File: config.mk
export PLATFORM = sky130hd
export DESIGN_NAME = server_close_fsm
export DESIGN_NICKNAME = d
export VERILOG_FILES = /design/src/rtl/tcp_pkg.sv /design/src/rtl/retx_timer.sv /design/src/rtl/server_close_fsm.sv
export SDC_FILE = /design/constraint.sdc
export NUM_CORES = 1
export LEC_CHECK = 0
export CAP_MARGIN = 20
export CORE_AREA = 2 2 39 41
export DETAILED_ROUTE_END_ITERATION = 12
export DIE_AREA = 0 0 41 43
export HOLD_SLACK_MARGIN = 0.03
export SYNTH_ARGS = -nofsm -noshare
export SYNTH_HDL_FRONTEND = slang
export SYNTH_HIERARCHICAL = 1
export SYNTH_SLANG_ARGS = --single-unit
File: constraint.sdc
create_clock -name clock -period 3.17 [get_ports clock]
set_input_delay 0.951 -clock clock [delete_from_list [all_inputs] [get_ports clock]]
set_output_delay 0.951 -clock clock [all_outputs]
set_load 0.005 [all_outputs]
File: src/rtl/tcp_pkg.sv
// Shared TCP connection definitions: state encodings used by client_side, server_side
// and server_close_fsm, plus the default retransmit parameters.
package tcp_pkg;

    typedef enum logic [2:0] {
        IDLE        = 3'd0,
        ESTABLISHED = 3'd1,
        CLOSE_WAIT  = 3'd2,
        LAST_ACK    = 3'd3,
        CLOSED      = 3'd4
    } tcp_state_t;

    localparam int RETX_TIMEOUT_DEFAULT = 16;
    localparam int MAX_RETX_DEFAULT     = 3;

endpackage

File: src/rtl/retx_timer.sv
// FIN retransmit timer: a timeout counter that expires every RETX_TIMEOUT enabled cycles
// and a retry counter that reports when MAX_RETX retransmissions have been spent.
module retx_timer
    import tcp_pkg::*;
#(
    parameter int RETX_TIMEOUT = RETX_TIMEOUT_DEFAULT,
    parameter int MAX_RETX     = MAX_RETX_DEFAULT
) (
    input  logic clock,
    input  logic rst,
    input  logic clear,
    input  logic enable,
    output logic expire,
    output logic exhausted
);

    localparam int TW = $clog2(RETX_TIMEOUT);
    localparam int RW = $clog2(MAX_RETX + 1);
    localparam logic [TW-1:0] TIMEOUT_LAST = TW'(RETX_TIMEOUT - 1);
    localparam logic [RW-1:0] RETRY_LIMIT  = RW'(MAX_RETX);

    logic [TW-1:0] tcnt_reg;
    logic [RW-1:0] rcnt_reg;

    assign expire    = enable && (tcnt_reg == TIMEOUT_LAST);
    assign exhausted = (rcnt_reg == RETRY_LIMIT);

    always_ff @(posedge clock or posedge rst) begin
        if (rst) begin
            tcnt_reg <= '0;
            rcnt_reg <= '0;
        end else if (clear) begin
            tcnt_reg <= '0;
            rcnt_reg <= '0;
        end else if (enable) begin
            if (expire) begin
                // A give-up clears everything so the counters read zero once the FSM leaves.
                tcnt_reg <= '0;
                rcnt_reg <= exhausted ? '0 : rcnt_reg + 1'b1;
            end else begin
                tcnt_reg <= tcnt_reg + 1'b1;
            end
        end
    end

endmodule

File: src/rtl/server_close_fsm.sv
// Passive-close (responder) side of TCP teardown: ACKs the peer FIN, sends our FIN on
// application close, waits for the final ACK. Define TCP_CLOSE_RETX_EN for FIN retransmit/abort.
module server_close_fsm
    import tcp_pkg::*;
#(
    parameter int RETX_TIMEOUT = RETX_TIMEOUT_DEFAULT,
    parameter int MAX_RETX     = MAX_RETX_DEFAULT
) (
    input  logic       clock,
    input  logic       rst,
    input  logic       OPEN,
    input  logic       RCV_FIN,
    input  logic       RCV_ACK,
    input  logic       Control,
    output logic       SEND_ACK,
    output logic       SEND_FIN,
    output logic [2:0] STATE,
    output logic       DONE,
    output logic       ABORT
);

    tcp_state_t state_reg;
    logic       send_ack_reg;
    logic       send_fin_reg;
    logic       done_reg;

`ifdef TCP_CLOSE_RETX_EN
    logic abort_reg;
    logic expire;
    logic exhausted;
    logic timer_enable;
    logic timer_clear;

    // Counters run only in LAST_ACK and drop to zero on the same edge the final ACK lands.
    assign timer_enable = (state_reg == LAST_ACK);
    assign timer_clear  = !timer_enable || RCV_ACK;

    retx_timer #(
        .RETX_TIMEOUT (RETX_TIMEOUT),
        .MAX_RETX     (MAX_RETX)
    ) u_retx_timer (
        .clock     (clock),
        .rst       (rst),
        .clear     (timer_clear),
        .enable    (timer_enable),
        .expire    (expire),
        .exhausted (exhausted)
    );

    assign ABORT = abort_reg;
`else
    assign ABORT = 1'b0;
`endif

    always_ff @(posedge clock or posedge rst) begin
        if (rst) begin
            state_reg    <= IDLE;
            send_ack_reg <= 1'b0;
            send_fin_reg <= 1'b0;
            done_reg     <= 1'b0;
`ifdef TCP_CLOSE_RETX_EN
            abort_reg    <= 1'b0;
`endif
        end else begin
            send_ack_reg <= 1'b0;
            send_fin_reg <= 1'b0;
            done_reg     <= 1'b0;
`ifdef TCP_CLOSE_RETX_EN
            abort_reg    <= 1'b0;
`endif
            case (state_reg)
                IDLE: begin
                    if (OPEN) state_reg <= ESTABLISHED;
                end
                ESTABLISHED: begin
                    if (RCV_FIN) begin
                        send_ack_reg <= 1'b1;
                        state_reg    <= CLOSE_WAIT;
                    end
                end
                CLOSE_WAIT: begin
                    if (RCV_FIN) send_ack_reg <= 1'b1;
                    if (Control) begin
                        send_fin_reg <= 1'b1;
                        state_reg    <= LAST_ACK;
                    end
                end
                LAST_ACK: begin
                    if (RCV_FIN) send_ack_reg <= 1'b1;
                    // DONE is raised on entry so it is high for the single cycle spent in CLOSED.
                    if (RCV_ACK) begin
                        state_reg <= CLOSED;
                        done_reg  <= 1'b1;
                    end
`ifdef TCP_CLOSE_RETX_EN
                    else if (expire) begin
                        if (exhausted) begin
                            abort_reg <= 1'b1;
                            state_reg <= IDLE;
                        end else begin
                            send_fin_reg <= 1'b1;
                        end
                    end
`endif
                end
                CLOSED: begin
                    state_reg <= IDLE;
                end
                default: begin
                    state_reg <= IDLE;
                end
            endcase
        end
    end

    assign SEND_ACK = send_ack_reg;
    assign SEND_FIN = send_fin_reg;
    assign DONE     = done_reg;
    assign STATE    = state_reg;

endmodule
## After elaboration in Yosys (flattened, before gate mapping)

Cells that the tools add are included.

- Register bits after elaboration: 6
- Bits in latches: 0
- Memory bits (writable): 0
- ROM bits: 0
- Input bits: 6
- Word-level logic and storage cells: 25
- Memories kept: 0

- Add/sub/neg operators: 0
- Multiply operators: 0
- Div/mod/pow operators: 0
- $lt $le $gt $ge: 0
- Equal/unequal tests: 7
- Shift operators: 0
- Multiplexer cells: 11
- Bitwise logic cells: 0
- Reduce and logical (&&, ||, !) cells: 3

Operators by type and width:

| operator | number |
|---|---|
| $mux 3 | 4 |
| $pmux 3 s4 | 1 |
| $ne 2x2->1 const B | 4 |
| $eq 3x2->1 const B | 2 |
| $mux 1 | 6 |
| $reduce_and 4->1 | 1 |
| $eq 3x1->1 const B | 1 |
| $logic_not 3->1 | 1 |
| $reduce_or 3->1 | 1 |

## Longest topological paths before layout

Gate-level depths: netlist of the first run.

- Depth in word-level cells: 3
- Mapped depth: 2

## Worst setup path after synthesis of the first run

No wires, ideal clock.

- Path kind: input to register
- From: input OPEN
- To: register state_reg[0], in the netlist STATE[0]
- Arrival: 1.412 ns
- Data required time: 3.049 ns
- Path slack: 1.637 ns
- Stages on the path: 2
- Cells stage by stage: mux2_4 > a22o_1

- Longest elaborated chain between the ends: 2

RTL lines:

| element | RTL line | text |
|---|---|---|
| start, declared | server_close_fsm.sv:11 | `input logic OPEN,` |
| $ne 2x2->1 (no line) | - |  |
| $reduce_and 4->1 (no line) | - |  |
| end signal, assigned | server_close_fsm.sv:57 | `state_reg <= IDLE;` |
| end signal, assigned | server_close_fsm.sv:73 | `if (OPEN) state_reg <= ESTABLISHED;` |
| end signal, assigned | server_close_fsm.sv:78 | `state_reg <= CLOSE_WAIT;` |
| end, declared | server_close_fsm.sv:22 | `tcp_state_t state_reg;` |

Every way passes these cells.
A chain may end at the register's enable or synchronous reset.

## Final worst setup path of the first run

- From: register state_reg[1], in the netlist STATE[1]
- To: output STATE[1]

RTL lines:

| element | RTL line | text |
|---|---|---|
| end, declared | server_close_fsm.sv:17 | `output logic [2:0] STATE,` |

No word-level cell between the ends.

==> results of run 1 <==
==> sequential cells by signal, indices dropped and copies added, names as in the netlist <==
register,cells
DONE,1
SEND_ACK,1
STATE,3
SEND_FIN,1
==> where the power goes <==
part	internal, mW	total [mW]	switching [mW]
clock	0.0426	0.0667	0.0241
combinational	0.0860	0.119	0.0334
sequential	0.102	0.136	0.0338
==> area by class of cell <==
class / count / area, µm²
clock buffers: 3 / 22.5
fillers: 151 / 968
inverters: 1 / 3.75
multi-input cells: 14 / 109
flip-flops and latches: 6 / 150
well taps: 16 / 20.0
repair buffers: 11 / 110
==> layer usage <==
metal,wire length (µm),part of all wire,GRT usage
met1,202,0.39,0.0915
met2,286,0.55,0.116
met3,21,0.040,0.0157
met4,10,0.019,0.100
met5,0,0,0
==> cells in the mapped netlist <==
master / instances
inv_1: 1
buf_4: 1
a21bo_2: 1
and3_2: 1
conb_1: 1
mux2i_1: 1
a22o_1: 1
dfrtp_1: 6
nor3b_1: 1
nand3b_1: 1
a21oi_1: 1
nor2b_1: 1
and4b_1: 2
mux2_4: 1
nor2_1: 2
==> kinds of logic (layout without fill, tap and decap cells) <==
group	count (synthesis)	after routing	synth area share
buffers and inverters	2	15	0.0417
muxes	2	2	0.0926
AOI/OAI and AO/OA	3	3	0.0880
DFF	6	6	0.556
and+or+nand+nor	8	8	0.208
other	1	1	0.0139
==> per-stage QoR <==
| step | instance area (µm²) | hold WS, ps | power [mW] | util | std cells |
|---|---|---|---|---|---|
| 5_1_grt | 415 | 594 | 0.348 | 0.300 | 51 |
| 2_1_floorplan | 270 | 501 | 0.188 | - | 22 |
| 3_5_place_dp | 393 | 537 | 0.256 | 0.284 | 48 |
| 6_report | 415 | 556 | 0.322 | 0.300 | 51 |
| 3_3_place_gp | 393 | 535 | 0.253 | 0.284 | 48 |
| 4_1_cts | 415 | 546 | 0.328 | 0.300 | 51 |
==> final timing paths <==
| kind | startpoint | slack [ps] | endpoint | cells after the start |
|---|---|---|---|---|
| setup / recovery | STATE[1] | 940 | STATE[1] | 1 |
| hold / removal | STATE[2] | 560 | STATE[1] | 1 |
| setup reg to reg | STATE[1] | 2000 | STATE[0] | 2 |
| hold reg to reg | STATE[2] | 560 | STATE[1] | 1 |
| max in group asynchronous | rst | 2050 | DONE | 2 |
| min in group asynchronous | rst | 930 | STATE[1] | 2 |
==> impl_results.md, run 1 <==
- Cts-stage hold buffer count: 0
- Final routed DRC violation total: 0
- Row count: 14
- Post_cts resized: 0
- Syn Area/Cell: 12.3 µm²
- Startpoint type of the worst setup path: register
- Inserted Diodes: 0
- WL final: 521 µm
- Status: completed
- Delay-heaviest family, CP: buffers and inverters
- Crit-path slowest cell: clkdlybuf4s50_1
- Worst-Skew Late Latency: 240 ps
- Post-CTS setup buffers: 0
- Synth Cell Area: approximately 270 µm²
- H-Tree Level Count: 1
- Max frequency: ~450 MHz
- CP max FO: 9
- Max_cap viols: 0
- Initial antenna violation count: 0
- Post-route clock period utilization: 0.704
- Slack of the critical path: 939 ps
- Clock sink count: 6
- Vias in the first global route: between 200 and 250
- HP Class: register to register
- Die Area: roughly 1800 µm²
- Crit path largest cell delay: 550 ps
- # setup viols final: 0
- Pwr Density: 774 nW/µm²
- RSZ-0062 raised after global routing: no
- IO buf count: 11
- DR vias/cell: 4.24
- DRT iter0 DRCs: 9
- Distinct cells, synth: 15
- Vias: 216
- Pre-antenna DRT Iters: 2
- Commonest non-fill, non-tap cells in the layout: clkdlybuf4s50_1, dfrtp_1, clkbuf_4, and4b_1, nor2_1
- CTS tree: built
- Worst-path cell chain: clkdlybuf4s50_1
- Pins Over Slew Limit: 0
- Starting Density: 0.195
- Final Skew: 5.35 ps
- CTS root buf: clkbuf_4
- DRT antenna net count: 0
- Post-synthesis sequential area ratio: 0.556
- Max VDD drop: approximately 130 µV
- First-pass GRT wire length: 938 µm
- RePlAce Congestion: 0.664
- Layout area overhead: 53.7%
- Worst-case clock buffer depth: 2
- Area leader, netlist: dfrtp_1
- Gr ovfl total: 0
- Clock-pin transition on the worst setup and hold timing paths: ~40 ps
- Commonest non-fill, non-tap cell in the layout: clkdlybuf4s50_1
- Final net count: 43
- Warnings from Yosys: 6
- FF+latch count, synth: 6
- Syn Inst Count: 22
- Setup tns final: 0 ps
- Share of cells above drive strength 1: 0.171
- Critical path class: register to output port
- Share of the synthesized area in the top cell type: 0.556
- WP data arrival: 1280 ps
- DR WL/cell: ~10 µm
- Final min period: 2230 ps
- Synthesized Nets: 28
- Core Region: 1380 µm²
- Gr usage total: 0.0838
- Die height: 43 µm
- Largest net degree at the start of global routing: 10
- Die W: 41 µm
- Num ports: 13
- CP bufs+invs: 1
- Final Hold Vio Count: 0
- Total CTS buffers: 3
- Place WS: around 1200 ps
- Crit. End Element: output port
- Worst Path Required: 2220 ps
- Leak pwr: approximately 0.19 nW
- Top cells by area, synth: dfrtp_1, and4b_1, mux2_4, a21bo_2, mux2i_1
(Power assumes the default switching activity.)
==> run 2, diff against run 1 <==
Clock period 3.17 ns to 2.3 ns, I/O delays scaled along.
==> run 2 against run 1 <==
Clock-buffer cell count unchanged. First-iteration DRC count is 89% lower. Global-route usage about the same. Die area unchanged. Design area is the same. Combinational power up 36%. Sequential power increased by 37%. Sequential cell count unchanged. Worst hold slack lost 3.3 ps.
==> impl_results.md, run 2 (synthesis gave the netlist of run 1 again) <==
- Status: completed
- WP depth: 1 (unchanged)
- Crit-path slowest cell: clkdlybuf4s50_1
- DRT iter0 DRCs: 1 (-8)
- Commonest non-fill, non-tap cell in the layout: clkdlybuf4s50_1
- Max frequency: 505 MHz
- Final Skew: 8.99 ps (+3.63 ps)
- Fin cells: 51 (unchanged)
- Worst-path cell chain: clkdlybuf4s50_1
- Vias in the first global route: 212 (-4.9%)
- Die height: 43 µm (unchanged)
- RePlAce Congestion: 0.667 (+0.45%)
- Post-CTS setup buffers: 0 (unchanged)
- FF-to-FF End: STATE[0]
- HP Class: register to register
- Final routed DRC violation total: 0 (unchanged)
- Layout area overhead: 53.7% (unchanged)
- # setup viols final: 0 (unchanged)
- Vias: 217 (+0.46%)
- Largest net degree at the start of global routing: 10 (unchanged)
- Max_cap viols: 0 (unchanged)
- Max FFs per register: 3 (unchanged)
- Crit. End Element: output port
- CTS tree: built
- Leak pwr: 0.191 nW (unchanged)
- Share of cells above drive strength 1: 0.171 (unchanged)
- Worst-case clock buffer depth: 2 (unchanged)
- Worst Path Required: 1610 ps (-610 ps)
- Final min period: 1980 ps
- Worst setup path endpoint: STATE[1]
- Row count: 14 (unchanged)
- Num ports: 13 (unchanged)
- DRT antenna net count: 0 (unchanged)
- R2R depth: 2 (unchanged)
- Post-route clock period utilization: 0.860
- Initial antenna violation count: 0 (unchanged)
- Flop2flop setup slack: 1170 ps (-830 ps)
- WL final: 550 µm (+5.6%)
- Final Hold Vio Count: 0 (unchanged)
- WP data arrival: 1290 ps (about the same)
- DP Cell Count: 48 (unchanged)
- Cts-stage hold buffer count: 0 (unchanged)
- Gr usage total: 0.0835 (-0.000253)
- H-Tree Level Count: 1 (unchanged)
- Die W: 41 µm (unchanged)
- Clock sink count: 6 (unchanged)
- Clock-pin transition on the worst setup and hold timing paths: 50 ps (about the same)
- Critical path origin: STATE[1]
- DR WL/cell: 10.8 µm (+5.6%)
- Core Region: 1380 µm² (unchanged)
- Setup tns final: 0 ps (unchanged)
- CP bufs+invs: 1 (unchanged)
- CP max FO: 9 (unchanged)
- Worst hold slack: 553 ps (-3.31 ps)
- Post_cts resized: 0 (unchanged)
- DP HPWL: approximately 420 µm
- Total CTS buffers: 3 (unchanged)
- RSZ-0062 raised after global routing: no
- Pins Over Slew Limit: 0 (unchanged)
- DR vias/cell: 4.25 (+0.46%)
- Reg-to-Reg Start: STATE[1]
- Worst-Skew Late Latency: 250 ps (about the same)
- Max VDD drop: 207 µV (+63%)
- Crit path largest cell delay: 560 ps (about the same)
- IO buf count: 11 (unchanged)
- Gr ovfl total: 0 (unchanged)
- Final net count: 43 (unchanged)
- Startpoint type of the worst setup path: register
- Die Area: 1760 µm² (unchanged)
- Critical path class: register to output port
- First-pass GRT wire length: 890 µm (-5.1%)
- Inserted Diodes: 0 (unchanged)
- Delay-heaviest family, CP: buffers and inverters
- Commonest non-fill, non-tap cells in the layout: clkdlybuf4s50_1, dfrtp_1, clkbuf_4, and4b_1, nor2_1
- CTS root buf: clkbuf_4
- Pwr Density: 1080 nW/µm² (+40%)
- Pre-antenna DRT Iters: 3 (+1)
- Starting Density: 0.195 (unchanged)
==> run 2: cell type report <==
class | instances | area (µm²)
Fill cell | 148 | 968
Sequential cell | 6 | 150
Tap cell | 16 | 20.0
Inverter | 1 | 3.75
Multi-Input combinational cell | 14 | 109
Clock buffer | 3 | 22.5
Timing Repair Buffer | 11 | 110
==> run 2: power by group <==
part	total [mW]	internal, mW	leakage, nW	switching (mW)
Sequential	0.186	0.140	0.0782	0.0457
Combinational	0.162	0.118	0.0991	0.0437
Clock	0.101	0.0593	0.0138	0.0419
Total	0.449	0.318	0.191	0.131
==> run 2: per-stage QoR <==
stage	area (µm²)	total power, mW	util	setup slack [ps]
3_5_place_dp	393	0.354	0.284	579
4_1_cts	415	0.456	0.300	310
3_3_place_gp	393	0.349	0.284	599
5_1_grt	415	0.490	0.300	264
6_report	415	0.449	0.300	322
2_1_floorplan	270	0.259	-	1030
==> run 2: layer usage <==
metal  up-vias  wire, µm  share of wire  GRT usage
met3         3        39          0.071     0.0471
met1       104       197           0.36     0.0777
li1        102         -              -          -
met4         0        14          0.025     0.0800
met5         -         0              0          0
met2         8       297           0.54      0.119
==> run 2: how the worst min path moves through the flow <==
stage	depth (start not counted)	slack (ps)	end	start
global route	1	620	STATE[1]	STATE[2]
CTS	1	570	STATE[1]	STATE[2]
finish	1	550	STATE[1]	STATE[2]
detailed placement	1	550	SEND_ACK	STATE[2]
global placement	1	530	STATE[1]	STATE[2]
floorplan	1	480	DONE	rst
